## config.mk

```make
export PLATFORM = sky130hd
export DESIGN_NAME = pipe_stage_reg
export DESIGN_NICKNAME = d
export VERILOG_FILES = /design/src/rtl/pipe_stage_reg_pkg.sv /design/src/rtl/pipe_stage_reg_dff_en.sv /design/src/rtl/pipe_stage_reg.sv
export SDC_FILE = /design/constraint.sdc
export NUM_CORES = 1
export LEC_CHECK = 0
export CORE_UTILIZATION = 45
export CTS_BUF_LIST = sky130_fd_sc_hd__clkbuf_4
export DETAILED_ROUTE_END_ITERATION = 10
export GPL_ROUTABILITY_DRIVEN = 0
export PLACE_DENSITY = 0.85
export SYNTH_ARGS = -nofsm -noshare
export SYNTH_HDL_FRONTEND = slang
export SYNTH_SLANG_ARGS = --single-unit
```

## constraint.sdc

```tcl
create_clock -name clk -period 5.4 [get_ports clk]
set_clock_uncertainty 0.05 [all_clocks]
set_input_delay 1.35 -clock clk [delete_from_list [all_inputs] [get_ports clk]]
set_output_delay 1.35 -clock clk [all_outputs]
set_load 0.05 [all_outputs]
```

## src/rtl/pipe_stage_reg_pkg.sv

```systemverilog
// Shared core definitions for pipeline boundary registers.
// Control field layout, bubble pattern, per-boundary widths.
package pipe_stage_reg_pkg;

  localparam int CTRL_W = 8;

  localparam int MEM_WRT_IDX  = 0;
  localparam int READ_EN_IDX  = 1;
  localparam int WB_SEL_LO    = 2;
  localparam int WB_SEL_HI    = 3;
  localparam int DUMP_IDX     = 7;

  localparam logic [CTRL_W-1:0] CTRL_NOP = '0;

  localparam int F2D_DATA_W = 32;
  localparam int D2X_DATA_W = 96;
  localparam int X2M_DATA_W = 48;
  localparam int M2W_DATA_W = 48;

  typedef enum logic [1:0] {
    SEL_LOAD  = 2'd0,
    SEL_HOLD  = 2'd1,
    SEL_FLUSH = 2'd2
  } sel_e;

  function automatic logic [CTRL_W-1:0] squash(
    input logic              vld,
    input logic [CTRL_W-1:0] c,
    input logic [CTRL_W-1:0] nop
  );
    return vld ? c : nop;
  endfunction

endpackage

```

## src/rtl/pipe_stage_reg_dff_en.sv

```systemverilog
// Register with load enable and sync reset to RST_VAL.
// Ports: clk, rst, en, d -> q.
module dff_en #(
  parameter int           W       = 1,
  parameter logic [W-1:0] RST_VAL = '0
) (
  input  logic         clk,
  input  logic         rst,
  input  logic         en,
  input  logic [W-1:0] d,
  output logic [W-1:0] q
);

  always_ff @(posedge clk) begin
    if (rst)
      q <= RST_VAL;
    else if (en)
      q <= d;
  end

endmodule

```

## src/rtl/pipe_stage_reg.sv

```systemverilog
// Inter-stage register: stall/flush/valid/halt + bubble count.
// In: clk rst stall flush validX dataX ctrlX. Out: validM dataM ctrlM halted bubble_cnt.
module pipe_stage_reg
  import pipe_stage_reg_pkg::*;
#(
  parameter int                 DATA_W   = 48,
  parameter int                 CTRL_W   = 8,
  parameter logic [CTRL_W-1:0]  CTRL_NOP = '0,
  parameter bit                 DATA_CLR = 1'b0,
  parameter int                 HALT_IDX = 0,
  parameter int                 CNT_W    = 16
) (
  input  logic              clk,
  input  logic              rst,
  input  logic              stall,
  input  logic              flush,
  input  logic              validX,
  input  logic [DATA_W-1:0] dataX,
  input  logic [CTRL_W-1:0] ctrlX,
  output logic              validM,
  output logic [DATA_W-1:0] dataM,
  output logic [CTRL_W-1:0] ctrlM,
  output logic              halted,
  output logic [CNT_W-1:0]  bubble_cnt
);

  localparam logic [CNT_W-1:0] CNT_MAX = '1;

  sel_e              sel;
  logic              en;
  logic              valid_d;
  logic [DATA_W-1:0] data_d;
  logic [CTRL_W-1:0] ctrl_d;
  logic              halt_d;
  logic              cap_bubble;

  always_comb begin
    sel = SEL_LOAD;
    if (flush)
      sel = SEL_FLUSH;
    else if (stall || halted)
      sel = SEL_HOLD;
  end

  assign en = (sel != SEL_HOLD);

  always_comb begin
    valid_d    = 1'b0;
    data_d     = dataM;
    ctrl_d     = CTRL_NOP;
    halt_d     = 1'b0;
    cap_bubble = 1'b0;
    unique case (1'b1)
      (sel == SEL_FLUSH): begin
        if (DATA_CLR)
          data_d = '0;
        cap_bubble = 1'b1;
      end
      (sel == SEL_HOLD): begin
        valid_d = validM;
        ctrl_d  = ctrlM;
        halt_d  = halted;
      end
      default: begin
        valid_d = validX;
        // Invalid entries still carry data unless cleared, but never control.
        data_d  = (!validX && DATA_CLR) ? '0 : dataX;
        ctrl_d  = squash(validX, ctrlX, CTRL_NOP);
        halt_d  = validX && ctrlX[HALT_IDX];
        cap_bubble = !validX;
      end
    endcase
  end

  dff_en #(.W(1), .RST_VAL(1'b0)) u_valid (
    .clk(clk), .rst(rst), .en(en),
    .d(valid_d), .q(validM)
  );

  dff_en #(.W(DATA_W), .RST_VAL('0)) u_data (
    .clk(clk), .rst(rst), .en(en),
    .d(data_d), .q(dataM)
  );

  dff_en #(.W(CTRL_W), .RST_VAL(CTRL_NOP)) u_ctrl (
    .clk(clk), .rst(rst), .en(en),
    .d(ctrl_d), .q(ctrlM)
  );

  dff_en #(.W(1), .RST_VAL(1'b0)) u_halt (
    .clk(clk), .rst(rst), .en(en),
    .d(halt_d), .q(halted)
  );

  always_ff @(posedge clk) begin
    if (rst)
      bubble_cnt <= '0;
    else if (cap_bubble && bubble_cnt != CNT_MAX)
      bubble_cnt <= bubble_cnt + 1'b1;
  end

endmodule
```

======== After elaboration in Yosys (flattened, before gate mapping) ========
Index checks and enable logic that the tools add are counted.
word-level totals
  register bits after elaboration ......... 74
  input bits .............................. 61
  output and inout bits ................... 74
  logic and storage cells ................. 26
operators by class
  add/subtract/negate cells ............... 1
  equal/unequal tests ..................... 4
  muxes and demuxes ....................... 7
  bitwise operators ....................... 2
  reduce and logical (&&, ||, !) cells .... 7
operator list
  kind                                                                    count
  16-bit by 1-bit adder with 16-bit output (second input constant)        1
  16-bit != test (second input constant)                                  1
  8-bit one-hot mux with 2 select lines                                   1
  8-bit 2-to-1 mux                                                        1
  1-bit one-hot mux with 2 select lines                                   3
  2-bit AND reduction                                                     2
  2-bit by 1-bit equality test with 1-bit output (second input constant)  1
  2-bit equality test (second input constant)                             1
  1-bit logical AND                                                       2
  2-bit 2-to-1 mux                                                        1
  2-bit by 1-bit != test with 1-bit output (second input constant)        1
  1-bit NOT                                                               2
  2-bit OR reduction                                                      1
  1-bit logical NOT                                                       1
  1-bit logical OR                                                        1
  1-bit 2-to-1 mux                                                        1

======== Logic depth before layout (Yosys ltp) ========
  depth in word-level cells ............... 7
  mapped depth ............................ 7
  gate-level depth less buffers ........... 5

======== Modules after synthesis ========
Synthesis repeated with hierarchy kept, for this count alone.
unflattened totals
  cells, all modules ...................... 360
  area total of the unflattened synthesis .. 3672.3 µm²
by module, submodules not included
  module               instances  cells an instance  area each (µm²)  sequential area each (µm²)
  dff_en (u_data)      1          155                1729.2           960.9
  pipe_stage_reg       1          173                1590.3           320.3
  dff_en (u_ctrl)      1          26                 285.3            160.2
  dff_en (u_halt ...)  2          3                  33.8             20.0

======== Worst setup path before layout ========
OpenSTA, ideal clock, no wires.
  kind .................................... input to register
  start ................................... in validX
  end ..................................... reg bubble_cnt[10]
  setup time .............................. 0.070 ns
  arrival time ............................ 2.696 ns
  required time ........................... 5.280 ns
  setup slack ............................. 2.584 ns
  stages .................................. 4
  buffers on the path ..................... 0
  cells stage by stage .................... or3_1 a211o_1 or4_1 a21oi_1
on the way
  word-level cells in the longest chain between the ends .. 3
RTL lines
  item                                   line                  RTL
  from (decl)                            pipe_stage_reg.sv:17  input logic validX,
  1-bit logical NOT                      pipe_stage_reg.sv:70  cap_bubble = !validX;
  1-bit one-hot mux with 2 select lines  pipe_stage_reg.sv:53  unique case (1'b1)
  1-bit logical AND                      pipe_stage_reg.sv:98  else if (cap_bubble && bubble_cnt != CNT_MAX)
  to (signal assigned)                   pipe_stage_reg.sv:99  bubble_cnt <= bubble_cnt + 1'b1;
  to (decl)                              pipe_stage_reg.sv:24  output logic [CNT_W-1:0] bubble_cnt
Every way passes these cells.
A chain may end at the register's enable or synchronous reset.

==> summary.md <==
| Metric | Value |
|---|---|
| Outcome | finished, final reports clean |
| Routed len/inst | 13.8 um |
| Setup violators final | 0 |
| H-tree levels | 3 |
| Largest net degree at the start of global routing | slightly above 40 |
| HP Class | register to register |
| Die Area | about 6500 sq um |
| Vias | between 2000 and 3000 |
| Io pins | between 100 and 150 |
| Drt first pass iters | 4 |
| Power per cell area | 257 nW/um^2 |
| Rel. slew slack | roughly two fifths |
| Core Area | around 5900 sq um |
| Nets | around 530 |
| Die X | between 80 and 90 um |
| Max Freq | 0.320 GHz |
| Worst Tran Pin Value | between 0.9 and 1 ns |
| Setup crit start kind | register |
| Maximum VDD drop | approximately 0.00017 V |
| Port buffer count | around 130 |
| Starting DRT DRC Count | 169 |
| Worst EP required | 4.00 ns |
| Hold_buf cts | 0 |
| WL met2 | about 3.7 mm |
| Via/cell ratio | approximately 5.2 |
| Total routed wirelength | 7.58 mm |
| Max-slew violation count | 0 |
| Fill cells | ~460 |
| Post-CTS resize count | 0 |
| FF+latch count, synth | between 70 and 80 |
| Initial Util | between 40% and 50% |
| WP buf/inv | 1 |
| Final ANT Viol Nets | 0 |
| Final hold violation count | 0 |
| Die Y | slightly above 80 um |
| YS warnings | 0 |
| Worst EP arrival | around 1.7 ns |
| HP Start | u_data.q[22] |
| Number of max-cap violations | 0 |
| N_diodes | 0 |
| DRT met1 WL | about 3.1 mm |
| Worst setup EP type | primary output |
| HPWL Detailed | between 5 and 6 mm |
| Crit path launch | u_ctrl.q[0] |
| Commonest non-fill, non-tap cells in the layout | 133 x clkdlybuf4s50_1, 103 x nand2_1, 73 x dfxtp_1 |
| Slowest cell on the critical path | clkdlybuf4s50_1 |
| CTS max path bufs | 2 |
| Setup Crit Path Kind | register to primary output |
| Post-synthesis sequential area ratio | a little over half |
| Mean area per synthesized cell | 8.17 sq um |
| Crit Reg-Reg Startpoint | bubble_cnt[0] |
| Clock-pin slew on the worst setup and hold paths | 0.11 ns |
| Met3 WL | around 680 um |
| CTS Sinks | 73 |
| Setup tns final | 0 ns |
| Number of distinct library cells after synthesis | 33 |
| RSZ-0062 raised after global routing | no |
| CP cell instances | clkdlybuf4s50_1 |
| Top Metal Used | met4 |
| First-pass GRT wire length | ~11 mm |
| Crit path largest cell delay | approximately 0.86 ns |
| Total grt overflow | 0 |
| Syn Inst Count | 340 |
| Antenna violations before repair | 0 |
| Period utilisation layout | just under 60% |
| Cell Rows | 28 |
| Root Driver | clkbuf_4 |
| Minimum clock period | roughly 3.1 ns |
| Leakage power | ~1.5 nW |
| Layout cells sized above 1 | between 4 and 5% |
| Multi-input gate area | ~1200 sq um |
| CTS tree | done |
| Critical path fanouts, max | 7 |
| Commonest non-fill, non-tap cell in the layout | clkdlybuf4s50_1 |
| Area Growth Syn to Fin | 53.9% |
| Clk_lat worst skew | between 0.3 and 0.4 ns |
| FF+latch area | roughly 1500 sq um |
| Syn nets | 402 |
| Largest delay share family, worst path | buffers and inverters |
| Post-Syn Area | around 2800 sq um |
| Setup Fix Bufs, Post-CTS | 0 |
| Total GRT Usage | between 20 and 25% |
| Vias in the first global route | roughly 2400 |
| Final Core Density | 72.1% |
| # DRC | 0 |
| Number of buffers created by CTS | 9 |
-- metrics by stage --
stage / hold WS (ns) / cells / total power, mW / setup slack (ns) / area, sq um
finish: 0.410 / 549 / 1.10 / 2.28 / 4270
global route: 0.426 / 549 / 1.14 / 2.20 / 4270
CTS: 0.411 / 548 / 1.11 / 2.25 / 4270
detailed placement: 0.396 / 532 / 0.790 / 2.05 / 4140
global placement: 0.392 / 532 / 0.786 / 2.07 / 4140
floorplan: 0.623 / 340 / 0.697 / 2.58 / 2780
-- cell usage after synthesis --
library cell  instances  area [sq um]
nor2b_1               1          6.26
a211o_1               1          8.76
nand3_1               4          20.0
dfxtp_1              73          1460
nor3_1                5          25.0
or4_1                 7          52.6
o21bai_1              2          15.0
clkbuf_1             16          60.1
o211ai_1              2          15.0
o31ai_1               8          60.1
ha_1                  1          12.5
nand4_1               5          31.3
and2_1                2          12.5
or3_2                 1          7.51
a22oi_1               8          60.1
buf_1                 1          3.75
clkbuf_8              2          27.5
o311a_2               2          22.5
nor4_1                1          6.26
nand3b_1              1          7.51
and3_1                1          6.26
clkbuf_2              1          5.00
a41oi_1               1          8.76
or3_1                 2          12.5
nor4b_1               1          8.76
nor2_1               13          48.8
o21ai_0               5          25.0
buf_4                 1          7.51
nand2_1             103           387
and4_1                2          17.5
a211oi_1              2          15.0
a21oi_1              60           300
inv_1                 5          18.8
-- report_power, final --
part,internal [mW],switching (mW),total [mW]
Clock,0.136,0.185,0.321
Sequential,0.558,0.0108,0.569
Combinational,0.0856,0.123,0.208
Total,0.780,0.319,1.10
-- layout make-up --
type / count / area share [%]
flip-flops and latches: 73 / 34.2
repair buffers: 139 / 32.1
multi-input cells: 241 / 28.0
well taps: 75 / 2.20
clock buffers: 9 / 1.58
clock inverters: 7 / 1.44
inverters: 5 / 0.439
-- layer usage --
metal  vias to the layer above  global-route usage, %
li1                       1433                      -
met1                      1294                   25.9
met2                       109                   37.8
met3                         8                   7.27
met4                         0                   9.29
met5                         -                      0
-- state kept, by name, indices dropped and copies added, names as in the netlist --
name and cells:
u_data.q 48, u_ctrl.q 8, u_valid.q 1, bubble_cnt 16
-- final timing paths --
path / cells past startpoint / slack, ns / to
setup / recovery: 1 / 2.28 / halted
hold / removal: 2 / 0.41 / u_data.q[22]
setup reg to reg: 6 / 3.32 / bubble_cnt[2]
hold reg to reg: 2 / 0.41 / u_data.q[22]
-- cell families (layout without fill, tap and decap cells) --
group	Yosys count	after routing	synth area share [%]
AO/OA/AOI/OAI	91	91	19.1
buffers and inverters	26	160	4.42
adder cells (fa/ha/maj)	1	1	0.451
flip-flops	73	73	52.6
AND/OR/NAND/NOR	149	149	23.4
(Power assumes the default switching activity.)
